`config.mk`:
```
export PLATFORM = sky130hd
export DESIGN_NAME = serial_add_sub_32
export DESIGN_NICKNAME = d
export VERILOG_FILES = /design/src/rtl/serial_add_sub_32.sv
export SDC_FILE = /design/constraint.sdc
export NUM_CORES = 1
export LEC_CHECK = 0
export BUFFER_PORTS_ARGS = -buffer_cell sky130_fd_sc_hd__clkbuf_2
export CORE_ASPECT_RATIO = 0.7
export CORE_MARGIN = 2
export CORE_UTILIZATION = 60
export DETAILED_ROUTE_END_ITERATION = 8
export GPL_ROUTABILITY_DRIVEN = 1
export PLACE_DENSITY = 0.85
export SLEW_MARGIN = 20
export SYNTH_ARGS = -nofsm -noshare
export SYNTH_HDL_FRONTEND = slang
export SYNTH_HIERARCHICAL = 1
export SYNTH_SLANG_ARGS = --single-unit
```
`constraint.sdc`:
```
create_clock -name CLK -period 3.38 [get_ports CLK]
set_input_delay 0.338 -clock CLK [delete_from_list [all_inputs] [get_ports CLK]]
set_output_delay 0.338 -clock CLK [all_outputs]
set_load 0.01 [all_outputs]
```
`src/rtl/serial_add_sub_32.sv`:
```
// Bit-serial adder/subtractor: one full-adder cell (two half adders plus an OR)
// processes one bit per clock, with the carry held in a flip-flop between bits.

module half_adder (
    input  logic x,
    input  logic y,
    output logic s,
    output logic c
);
    assign s = x ^ y;
    assign c = x & y;
endmodule

module serial_add_sub_32 #(
    parameter int WIDTH = 32
) (
    input  logic             CLK,
    input  logic             RST,
    input  logic             START,
    input  logic             SnA,
    input  logic [WIDTH-1:0] A,
    input  logic [WIDTH-1:0] B,
    output logic [WIDTH-1:0] Y,
    output logic             CO,
    output logic             V,
    output logic             BUSY,
    output logic             DONE
);
    localparam int CW = $clog2(WIDTH) + 1;
    localparam logic [CW-1:0] LAST = CW'(WIDTH - 1);

    typedef enum logic [1:0] {
        ST_IDLE = 2'd0,
        ST_RUN  = 2'd1,
        ST_DONE = 2'd2
    } state_t;

    state_t           state;
    logic [WIDTH-1:0] a_sh, b_sh;
    logic [WIDTH-2:0] s_sh;
    logic             c, c_msb;
    logic [CW-1:0]    cnt;

    logic p, g0, s, g1, cout;

    half_adder u_ha0 (.x(a_sh[0]), .y(b_sh[0]), .s(p), .c(g0));
    half_adder u_ha1 (.x(p),       .y(c),       .s(s), .c(g1));
    assign cout = g0 | g1;

    // c_msb and CO are both captured on the completion edge, so V holds with them.
    assign V = c_msb ^ CO;

    always_ff @(posedge CLK or negedge RST) begin
        if (!RST) begin
            state <= ST_IDLE;
            a_sh  <= '0;
            b_sh  <= '0;
            s_sh  <= '0;
            c     <= 1'b0;
            c_msb <= 1'b0;
            cnt   <= '0;
            Y     <= '0;
            CO    <= 1'b0;
            BUSY  <= 1'b0;
            DONE  <= 1'b0;
        end else begin
            case (state)
                ST_IDLE, ST_DONE: begin
                    DONE <= 1'b0;
                    if (START) begin
                        // Subtract as A + ~B + 1.
                        a_sh  <= A;
                        b_sh  <= B ^ {WIDTH{SnA}};
                        c     <= SnA;
                        cnt   <= '0;
                        state <= ST_RUN;
                        BUSY  <= 1'b1;
                    end else begin
                        state <= ST_IDLE;
                    end
                end
                ST_RUN: begin
                    s_sh <= {s, s_sh[WIDTH-2:1]};
                    a_sh <= a_sh >> 1;
                    b_sh <= b_sh >> 1;
                    c    <= cout;
                    cnt  <= cnt + 1'b1;
                    if (cnt == LAST) begin
                        c_msb <= c;
                        Y     <= {s, s_sh};
                        CO    <= cout;
                        state <= ST_DONE;
                        BUSY  <= 1'b0;
                        DONE  <= 1'b1;
                    end
                end
                default: begin
                    state <= ST_IDLE;
                    BUSY  <= 1'b0;
                    DONE  <= 1'b0;
                end
            endcase
        end
    end
endmodule

```
==> results.toml <==
[outcome]
status = "completed"

[floorplan]
die-area_sq_um = 10600
rows = 30
initial_utilization = 0.613
die_h_um = 86.9
die_w_um = 122
ios = 104
core_sq_um = 9610

[synthesis]
netlist_top_cells_count = "dfrtp_1 (139), nand2_1 (127), nor2_1 (35)"
synth_area_leader_cell = "dfrtp_1"
synth.net_count = 602
syn_inst = 531
synth_area_per_cell_sq_um = 11.1
synth.most_common_cell = "dfrtp_1"
synth_flop_cell = "dfrtp_1"
syn_area_sq_um = 5890
synth_edf_count = 0
ys_warn_count = 6
synthTopCellsByArea = "dfrtp_1 (59%), nand2_1 (8.1%), mux2_2 (5.9%), a221o_1 (5.4%), xnor2_1 (4.9%)"
synth.top_cell.area_share = 0.590
ys_ff_latch = 139
ys_types = 28
async_flop_share = 1.00
yosysSeqAreaShare = 0.590

[pwr]
p_leak_uw = 0.00359
power.ir.vdd_worst_v = 0.000493
seq_power_share = 0.431
power_frac_comb = 0.274
p_sw_uw = 2130
switching_share = 0.326
p_per_area_nw_per_um2 = 927
clkPwrFrac = 0.295
internal_power_uw = 4410

[sta]
fin_tns_setup_ns = 0
slew_viol_final = 0
timing.final.ws_setup_ns = 1.11
fmax_mhz = 441
rsz0062_at_grt = "false"
holdWs_ns = 0.0398
fin_crit_sh = 0.671
hold_viol_final = 0
worstMarginPinSlew_ns = 1.02
setup_viol = 0
period_needed_ns = 2.27
skew_ns = 0.0103
relSlewSlack = 0.321

[layout]
finish.utilization = 0.735
nets = 691
multi_input_area_sq_um = 2220
layout-drive-gt1-share = 0.276
area_delta_synth_final_pct = 19.9
antenna_cells = 0
fillCellCount = 654
regArea_sq_um = 3480
final_area_sq_um = 7060

[placement]
gp_congestion = 0.784
hpwl_mm = 7.78
pre_cts_ws_ns = 1.15
port_buffers = 103
postPlaceCellArea_sq_um = 6440

[hold_path]
hold_class = "primary input to async pin"

[clocking]
tritoncts = "built"
cts_sinks = 139
numCtsBuffers = 17
clock_latency_ns = 0.42
hold_buffers = 0
root_buffer = "clkbuf_16"
clockBufferDepth = 2
ctsResizeCount = 0
cts_setup_buffers = 0
cts_max_level = 4
cts.clk_slew.worst_paths_ns = 0.06

[routing]
drt-pass1-iter-count = 4
routed_wl_mm = 13.0
vias_per_cell = 5.72
vias = 4352
drt-initial-drc-count = 327
wl_per_cell_um = 17.1
ant_nets = 0
drc = 0

[global_route]
grtUsageTotal = 0.254
overflow = 0
grt_start_max_net_pins = 120
grt_pass1_vias = 4221
antenna_found_initial = 0
grt_pass1_wl_mm = 20.7

[critical_path]
crit_type = "flip-flop to flip-flop"
crit_chain = "nand2b_2 > nor4_4 > buf_4 > mux2_2"
crit_path_end_kind = "flip-flop"
worstPathMaxFanout = 27
required_ns = 3.67
critPathMaxStageDelay_ns = 0.64
arrival_ns = 2.56
cp_slowest_cell = "nor4_4"
start_kind = "flip-flop"

[job]
maxCapViolations = 0
[per-stage QoR]
step                      total power (uW)  instances
final                                 6540        761
after CTS                             6560        761
after global placement                4440        729
after floorplan                       4000        531
after detailed placement              4580        729
after global routing                  6900        761
[sequential cells by signal, summed over array words and instances (netlist names)]
signal,cells
BUSY,1
b_sh,32
a_sh,32
Y,32
cnt,6
c_msb,1
state,2
s_sh,31
CO,1
c,1
[cells by family (layout without fill, tap and decap cells)]
| group | after synthesis | count (layout) | synth area share |
|---|---|---|---|
| and+or+nand+nor | 204 | 204 | 0.143 |
| DFF | 139 | 139 | 0.590 |
| AOI/OAI and AO/OA | 72 | 72 | 0.106 |
| buffers and inverters | 42 | 144 | 0.0336 |
| muxes | 36 | 36 | 0.0682 |
| xor gates and xnor gates | 35 | 35 | 0.0520 |
| adders and majority gates | 3 | 3 | 0.00637 |
[layout by cell type, fill, tap and decap left out, drive strengths merged, types with 5 or more instances in the layout]
cell and n:
a221o 32, clkbuf 128, xnor2 33, mux2 33
nor2 36, dfrtp 139, buf 7, nand3 33
a22o 5, a22oi 31, nand2 127
[area by class of cell]
| cell class | instances | area share |
|---|---|---|
| clock buffers | 25 | 0.0716 |
| inverters | 2 | 0.00106 |
| repair buffers | 110 | 0.0817 |
| flip-flops and latches | 139 | 0.493 |
| clock inverters | 7 | 0.0156 |
| well taps | 128 | 0.0227 |
| multi-input cells | 350 | 0.315 |
[worst max-delay path: cells and delay by family (launching register included)]
kind / cells / cell delay [ns]
muxes: 1 / 0.40
buffers and inverters: 1 / 0.46
and+or+nand+nor: 2 / 0.87
DFF: 1 / 0.40
[path summary, 6_finish.rpt]
| kind | to | cells after the start | from | slack, ns |
|---|---|---|---|---|
| setup reg to reg | Y[3] | 4 | state[1] | 1.11 |
| hold reg to reg | s_sh[13] | 2 | s_sh[14] | 0.49 |
| setup / recovery | Y[3] | 4 | state[1] | 1.11 |
| min in group CLK | a_sh[8] | 3 | A[8] | 0.13 |
| hold / removal | s_sh[3] | 1 | RST | 0.04 |
| max in group asynchronous | a_sh[24] | 2 | RST | 2.46 |
[routing by layer]
metal,GRT usage,wire length (um),up-vias
li1,-,-,2008
met1,0.341,5550,2176
met2,0.403,6450,146
met3,0.0785,829,22
met4,0.0805,195,0
met5,0,0,-
[power by group through the flow]
stage	Sequential, uW	Clock [uW]	Combinational [uW]
5_1_grt	2890	2010	1990
4_1_cts	2810	1940	1810
6_report	2820	1930	1790
3_5_place_dp	2820	0	1760
2_1_floorplan	2750	0	1250
3_3_place_gp	2770	0	1670
Note: power is estimated with default switching activity, not from simulation.
